--- src/rtl/stream_packer.sv ---
// Packs IN_WIDTH-bit AXI4-Stream samples into OUT_WIDTH-bit words; tlast flushes a partial word with tkeep lane marking.
// Define STREAM_PACKER_MSB_FIRST_EN to place the first sample of a word in the MSB lane.
module stream_packer #(
  parameter int IN_WIDTH  = 8,
  parameter int OUT_WIDTH = 32
) (
  input  logic                            aclk,
  input  logic                            aresetn,
  input  logic [IN_WIDTH-1:0]             s_axis_tdata,
  input  logic                            s_axis_tvalid,
  input  logic                            s_axis_tlast,
  output logic                            s_axis_tready,
  output logic [OUT_WIDTH-1:0]            m_axis_tdata,
  output logic [OUT_WIDTH/IN_WIDTH-1:0]   m_axis_tkeep,
  output logic                            m_axis_tlast,
  output logic                            m_axis_tvalid,
  input  logic                            m_axis_tready
);

  localparam int N  = OUT_WIDTH / IN_WIDTH;
  localparam int CW = (N > 1) ? $clog2(N) : 1;

  generate
    if ((OUT_WIDTH % IN_WIDTH) != 0 || N < 2) begin : g_bad_width
      $error("stream_packer: OUT_WIDTH must be a multiple of IN_WIDTH with ratio >= 2");
    end
  endgenerate

  logic [OUT_WIDTH-1:0] acc_q, acc_d;
  logic [CW-1:0]        cnt_q, cnt_d;
  logic                 ovld_q, ovld_d;
  logic [OUT_WIDTH-1:0] odata_q, odata_d;
  logic [N-1:0]         okeep_q, okeep_d;
  logic                 olast_q, olast_d;

  logic                 accept;
  logic                 completing;
  logic [CW-1:0]        lane;
  logic [OUT_WIDTH-1:0] merged;
  logic [N-1:0]         keep_new;

  assign s_axis_tready = aresetn && (!ovld_q || m_axis_tready);
  assign accept        = s_axis_tvalid && s_axis_tready;
  assign completing    = (cnt_q == CW'(N - 1)) || s_axis_tlast;

  always_comb begin
    lane     = '0;
    merged   = acc_q;
    keep_new = '0;
`ifdef STREAM_PACKER_MSB_FIRST_EN
    lane = CW'(N - 1) - cnt_q;
`else
    lane = cnt_q;
`endif
    // acc lanes past cnt are always zero, so merging leaves the upper lanes cleared
    for (int k = 0; k < N; k++) begin
      if (lane == CW'(k)) merged[k*IN_WIDTH +: IN_WIDTH] = s_axis_tdata;
`ifdef STREAM_PACKER_MSB_FIRST_EN
      keep_new[N-1-k] = (CW'(k) <= cnt_q);
`else
      keep_new[k] = (CW'(k) <= cnt_q);
`endif
    end
  end

  always_comb begin
    acc_d   = acc_q;
    cnt_d   = cnt_q;
    ovld_d  = ovld_q;
    odata_d = odata_q;
    okeep_d = okeep_q;
    olast_d = olast_q;
    if (ovld_q && m_axis_tready) ovld_d = 1'b0;
    if (accept) begin
      if (completing) begin
        odata_d = merged;
        okeep_d = keep_new;
        olast_d = s_axis_tlast;
        ovld_d  = 1'b1;
        acc_d   = '0;
        cnt_d   = '0;
      end else begin
        acc_d = merged;
        cnt_d = cnt_q + CW'(1);
      end
    end
  end

  always_ff @(posedge aclk or negedge aresetn) begin
    if (!aresetn) begin
      acc_q   <= '0;
      cnt_q   <= '0;
      ovld_q  <= 1'b0;
      odata_q <= '0;
      okeep_q <= '0;
      olast_q <= 1'b0;
    end else begin
      acc_q   <= acc_d;
      cnt_q   <= cnt_d;
      ovld_q  <= ovld_d;
      odata_q <= odata_d;
      okeep_q <= okeep_d;
      olast_q <= olast_d;
    end
  end

  assign m_axis_tdata  = odata_q;
  assign m_axis_tkeep  = okeep_q;
  assign m_axis_tlast  = olast_q;
  assign m_axis_tvalid = ovld_q;

endmodule

--- config.mk ---
export PLATFORM = sky130hd
export DESIGN_NAME = stream_packer
export DESIGN_NICKNAME = d
export VERILOG_FILES = /design/src/rtl/stream_packer.sv
export SDC_FILE = /design/constraint.sdc
export NUM_CORES = 1
export LEC_CHECK = 0
export ABC_AREA = 1
export CORE_MARGIN = 10
export CORE_UTILIZATION = 49
export DETAILED_ROUTE_END_ITERATION = 8
export GPL_TIMING_DRIVEN = 0
export PLACE_DENSITY = 0.82
export SLEW_MARGIN = 10
export SYNTH_ARGS = -nofsm -noshare
export SYNTH_HDL_FRONTEND = slang
export SYNTH_SLANG_ARGS = --single-unit
--- constraint.sdc ---
create_clock -name aclk -period 1.65 [get_ports aclk]
set_clock_uncertainty 0.2 [all_clocks]
set_input_delay 0.4125 -clock aclk [delete_from_list [all_inputs] [get_ports aclk]]
set_output_delay 0.4125 -clock aclk [all_outputs]
set_load 0.005 [all_outputs]
# Word level (Yosys, flattened, before mapping)
# Index checks and enable logic that the tools add are counted.
[classes]
add_sub_neg = 1
magnitude_cmp = 4
eq_ne = 3
mux = 9
n_reduce_logical = 8
[op_table]
columns = ["cell", "n"]
rows = [
  ["32-bit two-way mux", 1],
  ["8-bit two-way mux", 4],
  ["2-bit equality test (second input constant)", 2],
  ["1-bit by 2-bit <= comparator with 1-bit output (first input constant)", 2],
  ["2-bit <= comparator (first input constant)", 2],
  ["1-bit logical AND", 3],
  ["1-bit two-way mux", 3],
  ["2-bit by 1-bit adder with 2-bit output (second input constant)", 1],
  ["2-bit by 1-bit equality test with 1-bit output (second input constant)", 1],
  ["2-bit logical NOT", 1],
  ["1-bit logical OR", 2],
  ["2-bit two-way mux", 1],
  ["2-bit AND reduction", 1],
  ["1-bit logical NOT", 1],
]
[totals]
regBits = 72
input_bits = 13
output_inout_bits = 39
word_cells = 31

# Longest topological paths before layout
# Gate-level depths: netlist (run 1).
[depth]
ltp_word = 5
ltp_mapped = 8
depth_no_buf = 7

# Worst setup path before layout (run 1)
# No wires, ideal clock.
[synth_timing]
path_type = "register to register"
from = "reg cnt_q[0]"
to = "reg acc_q[4]"
setup_ns = 0.074
arrival_time_ns = 1.283
required_time_ns = 1.376
path_slack_ns = 0.093
path_stages_with_launch = 7
n_path_buf = 2
synth_period_minus_slack_ns = 1.557
cell_sequence = "dfrtp_1 -> ha_1 -> buf_2 -> nor2_4 -> buf_2 -> nand2_1 -> o21ai_2"
[synth_via]
elab_chain_cells = 3
elab_cells_between_ends = 5
classes_between = "eq/ne: 1; mux: 2; reduce/logical: 2"
[synth_rtl]
columns = ["element", "line_no", "source"]
rows = [
  ["start: declaration", "30", "logic [CW-1:0] cnt_q, cnt_d;"],
  ["start signal: assignment", "99", "cnt_q <= cnt_d;"],
  ["2-bit logical NOT / 2-bit equality test (equally long branches)", "57, 44", ""],
  ["8-bit two-way mux / 1-bit logical OR (equally long branches)", "57, 44", ""],
  ["32-bit two-way mux (*)", "75", "if (completing) begin"],
  ["end signal: assignment", "91", "acc_q <= '0;"],
  ["end signal: assignment", "98", "acc_q <= acc_d;"],
  ["end: declaration", "29", "logic [OUT_WIDTH-1:0] acc_q, acc_d;"],
]
# Every way passes the cells marked *; elsewhere a longest branch is shown, timed or not.
# A chain may end at the register's enable or synchronous reset.

# Final worst setup path (run 1)
[layout_timing]
from = "reg ovld_q, in the netlist m_axis_tvalid"
to = "out s_axis_tready"
[layout_via]
elab_chain_cells = 3
[layout_rtl]
columns = ["element", "line_no", "source"]
rows = [
  ["start: declaration", "31", "logic ovld_q, ovld_d;"],
  ["start signal: assignment", "100", "ovld_q <= ovld_d;"],
  ["1-bit logical NOT", "42", "assign s_axis_tready = aresetn && (!ovld_q || m_axis_tready);"],
  ["1-bit logical OR", "42", ""],
  ["1-bit logical AND", "42", ""],
  ["end: declaration", "12", "output logic s_axis_tready,"],
]
# No other way between the ends.

==> metrics.yaml, run 1 <==
outcome:
  outcome: "finished, violations left"
  violations: "negative setup slack"
finish:
  post-route-util_pct: 68.7
  final.fill_count: 538
  drive_above_1_share_pct: 19.3
  multi_input_comb_area_sq_um: 1430
  antenna_cells: 0
  fin_nets: 527
  syn_to_final_growth_pct: 34.8
  regArea_sq_um: 1800
power_and_ir_drop:
  vdd_drop_max_v: 0.000741
  leakagePower_nw: 2.53
  power.density_nw_per_um2: 1170
placement:
  port_buffers: 51
  dpl.hpwl_um: 6220
  gp_congestion: 0.851
synthesis:
  synthTopCellsByArea: "dfrtp_1, nand2_1, nand4_1"
  syn_avg_cell_area_sq_um: 8.34
  synthCells: 420
  synth_cell_type_count: 22
  synth_area_sq_um: 3500
  synth-warning-count: 0
  yosysTopAreaCellShare_pct: 51.5
  synth-seq-area-share_pct: 51.5
  synth-seq-cells: 72
  yosysTopAreaCell: "dfrtp_1"
  synth_fp_nets: 439
clock_network:
  htreeDepth: 3
  clk_pin_slew_ns: 0.08
  cts_max_path_buffers: 2
  cts_root_buf: "clkbuf_8"
  cts_tree: "built"
  numCtsBuffers: 9
  cts.sinks: 72
  clock_latency_ns: 0.35
critical_path:
  required_ns: 1.04
  crit_fanout: 2
  arrival_ns: 1.24
  start_kind: "flip-flop"
  worstSetupEndpointType: "primary output"
  critPathKind: "flip-flop to primary output"
global_routing:
  first_global_vias: 3247
  grt_first_pass_wirelength_um: 15800
  grt_max_degree: 26
  grt-ovfl-total: 0
  antenna_found_initial: 0
  grtUsageTotal_pct: 17.5
sta:
  worst_pin_slew_ns: 0.605
  grt_setup_unrepaired: "yes"
  setup_viol: 1
  fin_tns_setup_ns: -0.202
  period_minus_slack_ns: 1.85
  period_share_pct: 112
  hold_viol: 0
  worst_slack_ns: -0.202
  relSlewSlack_pct: 59.5
  drv_slew: 0
  fmax_mhz: 540
detailed_routing:
  drc: 0
  wl_um: 9510
  ant_nets: 0
  vias: 3171
  drt-vias-per-instance: 5.21
  wl_per_cell_um: 15.6
  drt_iter0_drc: 182
  dr.pass1.iters: 5
die:
  die_y_um: 105
  boundaryPins: 52
  rows: 30
  coreArea_sq_um: 6870
  dieArea_sq_um: 10900
  die_w_um: 105
  floorplan.initialDensity_pct: 51.0
job:
  cap_violations: 0
hold_path:
  worstHoldPathType: "flip-flop to flip-flop"
==> layer usage <==
layer	share of wire, %	global-route usage, %	vias to the layer above
li1	-	-	1513
met1	41	21.6	1530
met2	50	28.4	110
met3	6.8	5.02	18
met4	2.1	6.46	0
met5	0	0	-
==> area by class of cell <==
class | count | area share (%)
clock inverters | 6 | 2.28
repair buffers | 78 | 17.0
clock buffers | 10 | 2.70
plain buffers | 23 | 4.85
inverters | 22 | 2.01
multi-input cells | 302 | 30.4
flip-flops and latches | 72 | 38.2
well taps | 96 | 2.55
==> worst max-delay path, cell delays in order, from the launching register on <==
cell and delay, ns:
dfrtp_1 0.39, buf_6 0.13, a21oi_4 0.16, buf_6 0.13
buf_6 0.08
==> Yosys cell counts, drive strengths merged <==
master  number
a21oi        1
buf         24
dfrtp       72
ha           6
inv         22
nand2      220
nand3        1
nand4       28
nor2        11
o21ai       35
==> cell families after synthesis <==
logic type / after synthesis / synth area share (%)
adders and majority gates: 6 / 2.14
buffers and inverters: 46 / 8.18
AOI/OAI and AO/OA: 36 / 6.54
and+or+nand+nor: 260 / 31.7
DFF: 72 / 51.5
==> where the power goes <==
| group | internal, W | switching [W] | total [W] |
|---|---|---|---|
| sequential | 0.00208 | 0.000177 | 0.00226 |
| clock | 0.000999 | 0.000667 | 0.00167 |
| combinational | 0.000749 | 0.000855 | 0.00160 |
==> through the flow <==
stage | setup slack, ns | hold WS [ns] | instance area, sq um | instances | total power (W)
2_1_floorplan | 0.0926 | -0.0831 | 3500 | 420 | 0.00304
3_3_place_gp | -3.50 | 0.248 | 4130 | 567 | 0.00374
3_5_place_dp | -1.17 | 0.172 | 4160 | 568 | 0.00380
4_1_cts | -0.198 | 0.271 | 4580 | 599 | 0.00540
5_1_grt | -0.256 | 0.272 | 4720 | 609 | 0.00586
6_report | -0.202 | 0.265 | 4720 | 609 | 0.00553
==> worst paths after layout <==
kind,from,endpoint,slack (ns),cells past startpoint
min in group asynchronous,aresetn,m_axis_tvalid,0.52,3
min,m_axis_tkeep[0],m_axis_tkeep[0],0.26,2
max,m_axis_tvalid,s_axis_tready,-0.20,4
max in group asynchronous,aresetn,acc_q[6],0.33,3
min reg2reg,m_axis_tkeep[0],m_axis_tkeep[0],0.26,2
max reg2reg,cnt_q[0],m_axis_tdata[3],0.05,7
==> sequential cells by signal, summed over array words and instances, names as in the netlist <==
name	flops
acc_q	32
cnt_q	2
m_axis_tkeep	4
m_axis_tdata	32
m_axis_tlast	1
m_axis_tvalid	1
==> cell usage in the layout (no fill, tap or decap), types with 3 or more instances in the layout <==
master and instances:
buf_12 4, buf_2 5, buf_4 21, buf_6 16, bufinv_16 3, clkbuf_8 9
clkdlybuf4s15_1 12, clkdlybuf4s50_1 8, dfrtp_1 70, dlygate4sd2_1 27, ha_1 4, inv_1 11
inv_2 8, nand2_1 217, nand4_1 27, nor2_1 8, o21ai_0 7, o21ai_1 18
o21ai_2 10
==> what timing repair did <==
item / CTS / global route
setup buffers: 10 / 11
hold buffers: 3 / 0
resized for setup: 57 / 34
gates cloned: 2 / 0
pin swaps: 3 / 3
endpoints found under the hold margin: 36 / 0
setup endpoints to repair: 94 / 91
(Power assumes the default switching activity.)
==> run 2: changes to the inputs <==
--- a/config.mk
+++ b/config.mk
@@ -11,7 +11,6 @@
 export DETAILED_ROUTE_END_ITERATION = 8
 export GPL_TIMING_DRIVEN = 0
 export PLACE_DENSITY = 0.82
-export SLEW_MARGIN = 10
 export SYNTH_ARGS = -nofsm -noshare
 export SYNTH_HDL_FRONTEND = slang
 export SYNTH_SLANG_ARGS = --single-unit
==> results of run 2 <==
Final layout, timing and power as in run 1 (identical DEF).
==> run 3: changes to the inputs <==
--- a/config.mk
+++ b/config.mk
@@ -14,3 +14,4 @@
 export SYNTH_ARGS = -nofsm -noshare
 export SYNTH_HDL_FRONTEND = slang
 export SYNTH_SLANG_ARGS = --single-unit
+export TNS_END_PERCENT = 10
==> run 3 against run 2 <==
Effect of this change: the run still ends with negative setup slack left; die area unchanged; first-iteration DRC count fell by 8.8%; worst setup slack improved by 0.0025 ns; combinational power about the same; non-clock buffer count fell by 3; wire length up 2.1%; clock-buffer cell count stayed put; cell area grew 1.2%; sequential share of layout area down 0.46 points; sequential power barely moved; largest cell class unchanged; largest power group unchanged; highest routed layer unchanged.
==> metrics.yaml, run 3 (same netlist as run 1, synthesis figures left out) <==
outcome:
  outcome: "finished, violations left"
  violations: "negative setup slack"
detailed_routing:
  drt_iter0_drc: 166  # -8.8%
  drc: 0  # unchanged
  ant_nets: 0  # unchanged
  dr.pass1.iters: 5  # unchanged
  drt-vias-per-instance: 5.28  # +1.5%
  vias: 3202  # +0.98%
  wl_um: 9720  # +2.1%
  wl_per_cell_um: 16.0  # +2.6%
clock_network:
  numCtsBuffers: 9  # unchanged
  cts_root_buf: "clkbuf_8"
  cts.sinks: 72  # unchanged
  htreeDepth: 3  # unchanged
  cts_max_path_buffers: 2  # unchanged
  clk_pin_slew_ns: 0.08  # about the same
  cts_tree: "built"
  clock_latency_ns: 0.35  # about the same
hold_path:
  worstHoldPathType: "flip-flop to flip-flop"
critical_path:
  crit_fanout: 2  # unchanged
  worstSetupEndpointType: "primary output"
  critPathKind: "flip-flop to primary output"
  path_buf_inv: 3  # unchanged
  required_ns: 1.04  # about the same
  crit_slowest_cell: "dfrtp_1"
  crit_chain: "buf_6 -> a21oi_4 -> buf_6 -> buf_6"
  start_kind: "flip-flop"
  critPathTopFamily: "flip-flops"
  cpMostUsedCell: "buf_6"
  arrival_ns: 1.24  # about the same
  critPathMaxStageDelay_ns: 0.39  # about the same
sta:
  drv_slew: 0  # unchanged
  holdWs_ns: 0.265  # +0.0000640 ns
  relSlewSlack_pct: 58.2  # -1.4 points
  setup_viol: 36  # +35
  worst_slack_ns: -0.199  # +0.00251 ns
  period_minus_slack_ns: 1.85  # -0.00251 ns
  grt_setup_unrepaired: "yes"
  period_share_pct: 112  # -0.15 points
  fmax_mhz: 541  # +0.14%
  worst_pin_slew_ns: 0.625  # +0.0203 ns
  hold_viol: 0  # unchanged
global_routing:
  first_global_vias: 3233  # -0.43%
  grt_max_degree: 26  # unchanged
  grtUsageTotal_pct: 17.6  # +0.052 points
  grt_first_pass_wirelength_um: 15800  # +0.26%
  antenna_found_initial: 0  # unchanged
  grt-ovfl-total: 0  # unchanged
placement:
  port_buffers: 51  # unchanged
  placed_cells: 568  # unchanged
  dpl.hpwl_um: 6220  # unchanged
  gp_congestion: 0.851  # unchanged
finish:
  fin_nets: 524  # -0.57%
  layout_commonest_cell: "nand2_1"
  syn_to_final_growth_pct: 36.5
  mostFrequentLayoutCells: "nand2_1, dfrtp_1, nand4_1, dlygate4sd2_1, clkdlybuf4s15_1"
  antenna_cells: 0  # unchanged
  drive_above_1_share_pct: 21.0  # +1.7 points
  instances_no_fill: 606  # -0.49%
die:
  floorplan.initialDensity_pct: 51.0  # unchanged
  rows: 30  # unchanged
  coreArea_sq_um: 6870  # unchanged
  boundaryPins: 52  # unchanged
  die_y_um: 105  # unchanged
  dieArea_sq_um: 10900  # unchanged
  die_w_um: 105  # unchanged
job:
  cap_violations: 0  # unchanged
power_and_ir_drop:
  power.density_nw_per_um2: 1160  # -0.82%
  leakagePower_nw: 2.49  # -1.5%
  vdd_drop_max_v: 0.000729  # -1.6%
[run 3: final timing paths]
check / start / endpoint / slack, ns / depth (start not counted)
worst max register to register: cnt_q[1] / m_axis_tdata[12] / -0.06 / 8
max in group asynchronous: aresetn / acc_q[5] / 0.31 / 3
worst min register to register: m_axis_tkeep[0] / m_axis_tkeep[0] / 0.26 / 2
worst min-delay path: m_axis_tkeep[0] / m_axis_tkeep[0] / 0.26 / 2
min in group asynchronous: aresetn / m_axis_tvalid / 0.53 / 3
worst max-delay path: m_axis_tvalid / s_axis_tready / -0.20 / 4
[run 3: stage by stage]
| stage | utilization, % | cell area, sq um | setup TNS (ns) | power, W | setup slack (ns) |
|---|---|---|---|---|---|
| 4_1_cts | 66.2 | 4550 | -1.29 | 0.00539 | -0.198 |
| 5_1_grt | 69.5 | 4780 | -3.28 | 0.00588 | -0.266 |
| 3_5_place_dp | 60.5 | 4160 | -27.95 | 0.00380 | -1.17 |
| 2_1_floorplan | - | 3500 | 0 | 0.00304 | 0.0926 |
| 6_report | 69.5 | 4780 | -1.27 | 0.00555 | -0.199 |
| 3_3_place_gp | 60.1 | 4130 | -408.07 | 0.00374 | -3.50 |
[run 3: layout make-up]
cell class | count | area [sq um]
tap | 96 | 120
timing repair buffer | 75 | 792
buffer | 23 | 236
clock inverter | 6 | 108
clock buffer | 10 | 128
sequential | 72 | 1800
multi-input combinational | 302 | 1490
fill | 524 | 2090
inverter | 22 | 103
[run 3: timing repair]
item	in CTS	in global routing
resized for setup	61	59
hold buffers	3	0
endpoints found under the setup margin	94	92
gates cloned	2	3
buffers inserted	7	8
hold endpoints to repair	36	0
pin swaps	3	10
[run 3: layer usage]
layer / vias to the layer above / GRT usage, % / wire (um) / part of all wire, %
li1: 1499 / - / - / -
met1: 1532 / 21.6 / 3910 / 40
met2: 149 / 28.6 / 4790 / 49
met3: 22 / 4.89 / 799 / 8.2
met4: 0 / 6.46 / 224 / 2.3
met5: - / 0 / 0 / 0
[run 3: worst reg2reg max path: stages (launching register included)]
cell     delay [ns]
dfrtp_2        0.45
buf_6          0.13
ha_4           0.13
inv_4          0.04
nand2_4        0.08
nand4_4        0.21
buf_2          0.24
nand2_1        0.06
nand2_1        0.05
[run 3: report_power, final]
part / leakage [nW] / switching (W) / internal (W) / total (W)
Sequential: 0.963 / 0.000192 / 0.00208 / 0.00227
Clock: 0.116 / 0.000664 / 0.000999 / 0.00166
Combinational: 1.41 / 0.000873 / 0.000740 / 0.00161
